`config.mk`:
```
export PLATFORM = sky130hd
export DESIGN_NAME = ibus_line_bridge
export DESIGN_NICKNAME = d
export VERILOG_FILES = /design/src/rtl/ibus_line_bridge.sv
export SDC_FILE = /design/constraint.sdc
export NUM_CORES = 1
export LEC_CHECK = 0
export BUFFER_PORTS_ARGS = -buffer_cell sky130_fd_sc_hd__buf_2
export CAP_MARGIN = 10
export CORE_MARGIN = 8
export CORE_UTILIZATION = 47
export DETAILED_ROUTE_END_ITERATION = 12
export PLACE_DENSITY = 0.63
export SETUP_SLACK_MARGIN = 0.2
export SLEW_MARGIN = 20
export SYNTH_ARGS = -nofsm -noshare
export SYNTH_HDL_FRONTEND = slang
export SYNTH_SLANG_ARGS = --single-unit
export TNS_END_PERCENT = 20
```
`constraint.sdc`:
```
create_clock -name clk -period 9.8 [get_ports clk]
set_input_delay 0.49 -clock clk [delete_from_list [all_inputs] [get_ports clk]]
set_output_delay 0.49 -clock clk [all_outputs]
set_load 0.01 [all_outputs]
```
`src/rtl/ibus_line_bridge.sv`:
```
// ibus_line_bridge: single-line instruction fetch buffer that refills whole lines over cbus INCR bursts.
module ibus_line_bridge #(
  parameter int unsigned LINE_BEATS = 8,
  parameter int unsigned OFFSET_W   = $clog2(LINE_BEATS) + 3
) (
  input  logic        clk,
  input  logic        reset,
  input  logic        ireq_valid,
  input  logic [63:0] ireq_addr,
  output logic        iresp_addr_ok,
  output logic        iresp_data_ok,
  output logic [63:0] iresp_data,
  input  logic        invalidate,
  output logic        creq_valid,
  output logic        creq_is_write,
  output logic [2:0]  creq_size,
  output logic [63:0] creq_addr,
  output logic [7:0]  creq_len,
  output logic [1:0]  creq_burst,
  input  logic        cresp_ready,
  input  logic        cresp_last,
  input  logic [63:0] cresp_data
);

  localparam int unsigned BEAT_W = $clog2(LINE_BEATS);
  localparam int unsigned TAG_W  = 64 - OFFSET_W;
  localparam int unsigned IDX_W  = OFFSET_W - 3;

  typedef enum logic [1:0] {S_IDLE, S_REQ, S_FILL} state_e;

  state_e              state_q, state_d;
  logic [TAG_W-1:0]    tag_q, tag_d;
  logic [TAG_W-1:0]    req_line_q, req_line_d;
  logic                line_valid_q, line_valid_d;
  logic                inval_seen_q, inval_seen_d;
  logic                drain_q, drain_d;
  logic [BEAT_W-1:0]   beat_cnt_q, beat_cnt_d;
  logic [63:0]         data_q [LINE_BEATS];
  logic [63:0]         data_d [LINE_BEATS];

  logic                hit;
  logic                busy;
  logic                beat;
  logic                beat_last;
  logic                launch;
  logic [IDX_W-1:0]    hit_idx;
  logic                unused_addr_bits;

  assign hit_idx          = ireq_addr[OFFSET_W-1:3];
  assign unused_addr_bits = ^ireq_addr[2:0];
  assign busy             = (state_q != S_IDLE);
  assign beat             = busy & cresp_ready;
  assign beat_last        = beat & cresp_last;
  assign hit              = ireq_valid & line_valid_q & (tag_q == ireq_addr[63:OFFSET_W]) & ~busy;
  // Beats seen while idle belong to a burst orphaned by reset; no new request goes out until it ends.
  assign launch           = ~busy & ireq_valid & ~hit & ~drain_q & ~(cresp_ready & ~cresp_last);

  // State register
  always_ff @(posedge clk or negedge reset) begin
    if (!reset) state_q <= S_IDLE;
    else        state_q <= state_d;
  end

  // Next state: a refill always runs until its last beat
  always_comb begin
    state_d = state_q;
    unique case (state_q)
      S_IDLE:  if (launch) state_d = S_REQ;
      S_REQ:   if (cresp_ready) state_d = cresp_last ? S_IDLE : S_FILL;
      S_FILL:  if (cresp_ready && cresp_last) state_d = S_IDLE;
      default: state_d = S_IDLE;
    endcase
  end

  // Outputs: hit response is combinational, request valid follows the REQ state
  always_comb begin
    creq_valid    = (state_q == S_REQ);
    iresp_addr_ok = hit;
    iresp_data_ok = hit;
    iresp_data    = hit ? data_q[hit_idx] : 64'd0;
  end

  assign creq_is_write = 1'b0;
  assign creq_size     = 3'd3;
  assign creq_addr     = {req_line_q, {OFFSET_W{1'b0}}};
  assign creq_len      = 8'(LINE_BEATS - 1);
  assign creq_burst    = 2'b01;

  // Line bookkeeping: tag, validity, beat counter, invalidate tracking and stale-burst drain
  always_comb begin
    tag_d        = tag_q;
    req_line_d   = req_line_q;
    line_valid_d = line_valid_q;
    inval_seen_d = inval_seen_q;
    drain_d      = drain_q;
    beat_cnt_d   = beat_cnt_q;
    if (launch) begin
      req_line_d   = ireq_addr[63:OFFSET_W];
      line_valid_d = 1'b0;
      inval_seen_d = 1'b0;
    end else if (!busy && invalidate) begin
      line_valid_d = 1'b0;
    end
    if (busy && invalidate) inval_seen_d = 1'b1;
    if (beat) beat_cnt_d = beat_cnt_q + BEAT_W'(1);
    if (beat_last) begin
      tag_d        = req_line_q;
      line_valid_d = ~(inval_seen_q | invalidate);
      beat_cnt_d   = '0;
    end
    if (!busy && cresp_ready) drain_d = ~cresp_last;
  end

  // Control registers
  always_ff @(posedge clk or negedge reset) begin
    if (!reset) begin
      tag_q        <= '0;
      req_line_q   <= '0;
      line_valid_q <= 1'b0;
      inval_seen_q <= 1'b0;
      drain_q      <= 1'b0;
      beat_cnt_q   <= '0;
    end else begin
      tag_q        <= tag_d;
      req_line_q   <= req_line_d;
      line_valid_q <= line_valid_d;
      inval_seen_q <= inval_seen_d;
      drain_q      <= drain_d;
      beat_cnt_q   <= beat_cnt_d;
    end
  end

  // Line data write port: one word per accepted beat
  always_comb begin
    data_d = data_q;
    if (beat) data_d[beat_cnt_q] = cresp_data;
  end

  // Line data storage, left unreset
  always_ff @(posedge clk) begin
    data_q <= data_d;
  end

  // A burst must deliver exactly LINE_BEATS beats; an early last leaves stale words in the line
  a_full_burst: assert property (@(posedge clk) disable iff (!reset)
    beat_last |-> (beat_cnt_q == BEAT_W'(LINE_BEATS - 1)));

endmodule

```
==> impl_metrics.py <==
metrics = {
    "placed_design": {
        "place_congestion": 0.7591,
        "dp.cells": 2125,
        "dp_hpwl_mm": 30.40,
        "port_buffers": 255,
    },
    "critical_path": {
        "critPathBufInv": 2,
        "crit_arrival_ns": 3.61,
        "crit_chain": "xnor2_1 -> nand4_1 -> nor4_1 -> nand4_1 -> or2_4 -> buf_4 -> nor2_1 -> buf_2",
        "path_class": "flip-flop to primary output",
        "path_delay_family": "simple AND/OR/NAND/NOR gates",
        "crit_top_cell": "nand4_1",
        "worstRegToRegCells": 5,
        "cp-end-kind": "primary output",
        "crit_slowest_cell": "nor4_1",
        "crit_cells": 8,
        "critPathMaxStageDelay_ns": 0.59,
        "required_ns": 9.31,
        "start_kind": "flip-flop",
        "cp_max_fo": 65,
    },
    "clock_tree": {
        "cts_tree": "done",
        "ctsHoldBuffers": 1,
        "cts_root_buf": "clkbuf_16",
        "cts_setup_buffers": 0,
        "clkTransAtPathRegs_ns": 0.06,
        "cts.htree.levels": 3,
        "clkLatencyLatePin_ns": 0.60,
        "clock-sinks": 636,
        "cts_buffer_depth": 3,
        "cts_resized": 0,
        "cts_inserted_buffers": 69,
    },
    "finish": {
        "final_cell_mix": "edfxtp_1 (512), buf_2 (251), mux4_2 (128)",
        "nets": 1644,
        "final_common_cell": "edfxtp_1",
        "final_cells": 2263,
        "syn_to_final_growth_pct": 17.18,
        "drive_above_1_share": 0.3659,
        "nFillCells": 4044,
    },
    "route": {
        "via_per_inst": 5.374,
        "wirelength_mm": 53.45,
        "dr_total_vias": 12160,
        "drc": 0,
        "wl_per_cell_um": 23.62,
        "drtAntennaViolNets": 0,
        "drt_iter0_drc": 803,
        "first_pass_iters": 5,
    },
    "timing": {
        "setup_tns_ns": 0,
        "hold_viol": 0,
        "setup_violations": 0,
        "final_max_slew_viol_count": 0,
        "worst_slew_pin_slew_ns": 0.9928,
        "clock.fmax_mhz": 244.1,
        "skew_ns": 0.01800,
        "min_period_ns": 4.097,
        "relSlewSlack": 0.3382,
        "rsz0062_at_grt": "false",
        "finalCritPeriodShare": 0.4181,
    },
    "die": {
        "rows": 84,
        "core_um2": 52450,
        "io_pins": 279,
        "start_util": 0.4748,
        "die_width_um": 246.2,
        "fp.dieH_um": 246.2,
        "dieArea_um2": 60600,
    },
    "yosys": {
        "synth_edf_count": 512,
        "syn_inst": 1219,
        "synthFlopType": "edfxtp_1",
        "ys_types": 40,
        "synth_seq_cells": 636,
        "yosys_warnings": 0,
        "syn_area_per_cell_um2": 20.43,
        "syn_area_um2": 24900,
        "seq_area_frac_synth": 0.7420,
        "async_flop_share": 0.1950,
    },
    "global_routing": {
        "met2_usage": 0.2939,
        "track_usage": 0.1776,
        "met3_usage": 0.03725,
        "antenna_found_initial": 6,
        "grt_pass1_wl_mm": 81.10,
        "top_usage_layer": "met2",
        "grtUsageMet1": 0.2323,
        "gr-total-overflow": 0,
        "grt_pass1_vias": 13190,
        "grt_max_degree": 82,
    },
    "power": {
        "power_density_nw_per_um2": 244.3,
        "irDropWorstVdd_mv": 0.1831,
        "p_leak_nw": 10.61,
        "power_mw": 7.129,
    },
    "outcome": {
        "status": "complete, no violations",
    },
    "min_path": {
        "min_delay_path_depth": 2,
        "min_path_type": "input pin to flip-flop",
    },
    "job": {
        "drv_cap": 0,
    },
}
flip-flops by register name, indices dropped and copies added (netlist names):
name	cells
req_line_q	58
tag_q	58
beat_cnt_q	3
drain_q	1
state_q	2
line_valid_q	1
data_q	512
inval_seen_q	1
cells in the mapped netlist (7+ instances only):
master	instances	share of area
edfxtp_1	512	0.62
mux4_2	128	0.12
dfrtp_1	124	0.12
nor2_1	70	0.011
mux2i_1	64	0.026
mux2_1	58	0.026
mux2_2	58	0.026
xnor2_1	45	0.016
buf_1	21	0.0032
buf_4	21	0.0063
clkbuf_1	19	0.0029
nand4_1	13	0.0033
nand2_1	10	0.0015
buf_2	9	0.0018
inv_1	9	0.0014
nor3_1	8	0.0016
xor2_1	7	0.0025
area by class of cell:
cell class / instances / area [µm²] / share of cell area
well taps: 688 / 860.8 / 0.02950
clock buffers: 97 / 1956 / 0.06702
diodes: 9 / 22.52 / 0.0007718
multi-input cells: 515 / 6087 / 0.2086
clock inverters: 31 / 267.8 / 0.009176
flip-flops and latches: 636 / 18480 / 0.6332
repair buffers: 277 / 1471 / 0.05042
inverters: 10 / 37.54 / 0.001286
cell families (layout without fill, tap and decap cells):
group | after synthesis | in the layout | share of synthesized area
DFF | 636 | 636 | 0.7420
muxes | 308 | 308 | 0.1940
and+or+nand+nor | 115 | 115 | 0.02050
buffers and inverters | 86 | 415 | 0.01839
xor gates and xnor gates | 52 | 52 | 0.01829
AOI/OAI and AO/OA | 19 | 19 | 0.006029
other | 2 | 29 | 0.0003016
adders and majority gates | 1 | 1 | 0.0005024
worst reg2reg max path, cell delays in order (launching register included):
cell and delay (ns):
dfrtp_1 0.42, nor2_1 0.12, nor2b_1 0.36, nand2_1 0.32
nor2_4 0.76, buf_4 0.76
worst paths after layout:
kind	from	endpoint	slack, ns
max	tag_q[56]$_DFFE_PN0P_	iresp_data[62]	5.70
min	ireq_addr[37]	req_line_q[31]$_DFFE_PN0P_	0.14
max reg2reg	state_q[1]$_DFFE_PN0P_	data_q[133]$_DFFE_PP_	6.67
min reg2reg	inval_seen_q$_DFFE_PN0P_	inval_seen_q$_DFFE_PN0P_	0.50
max in group asynchronous	reset	req_line_q[11]$_DFFE_PN0P_	8.17
min in group asynchronous	reset	tag_q[24]$_DFFE_PN0P_	0.46
metal layers:
metal,wire length (µm),vias to the layer above
met1,22560,6386
met2,26630,292
met5,27,-
met3,3078,76
met4,1153,4
li1,-,5403
metrics by stage:
| stage | cell area [µm²] | worst slack, ns | utilization | hold slack [ns] |
|---|---|---|---|---|
| 2_1_floorplan | 24970 | 2.408 | - | 0.1944 |
| 3_3_place_gp | 26920 | 6.009 | 0.5132 | 0.4721 |
| 3_5_place_dp | 26920 | 5.994 | 0.5132 | 0.4865 |
| 4_1_cts | 29150 | 5.598 | 0.5558 | 0.1066 |
| 5_1_grt | 29170 | 5.399 | 0.5561 | 0.1311 |
| 6_report | 29180 | 5.703 | 0.5564 | 0.1413 |
report_power, final:
part           leakage (nW)  switching (mW)  internal, mW  total (mW)
Sequential             6.11           0.203          3.34        3.54
Combinational          3.41           0.561         0.508        1.07
Clock                  1.09            1.02          1.50        2.52
Note: power is estimated with default switching activity, not from simulation.
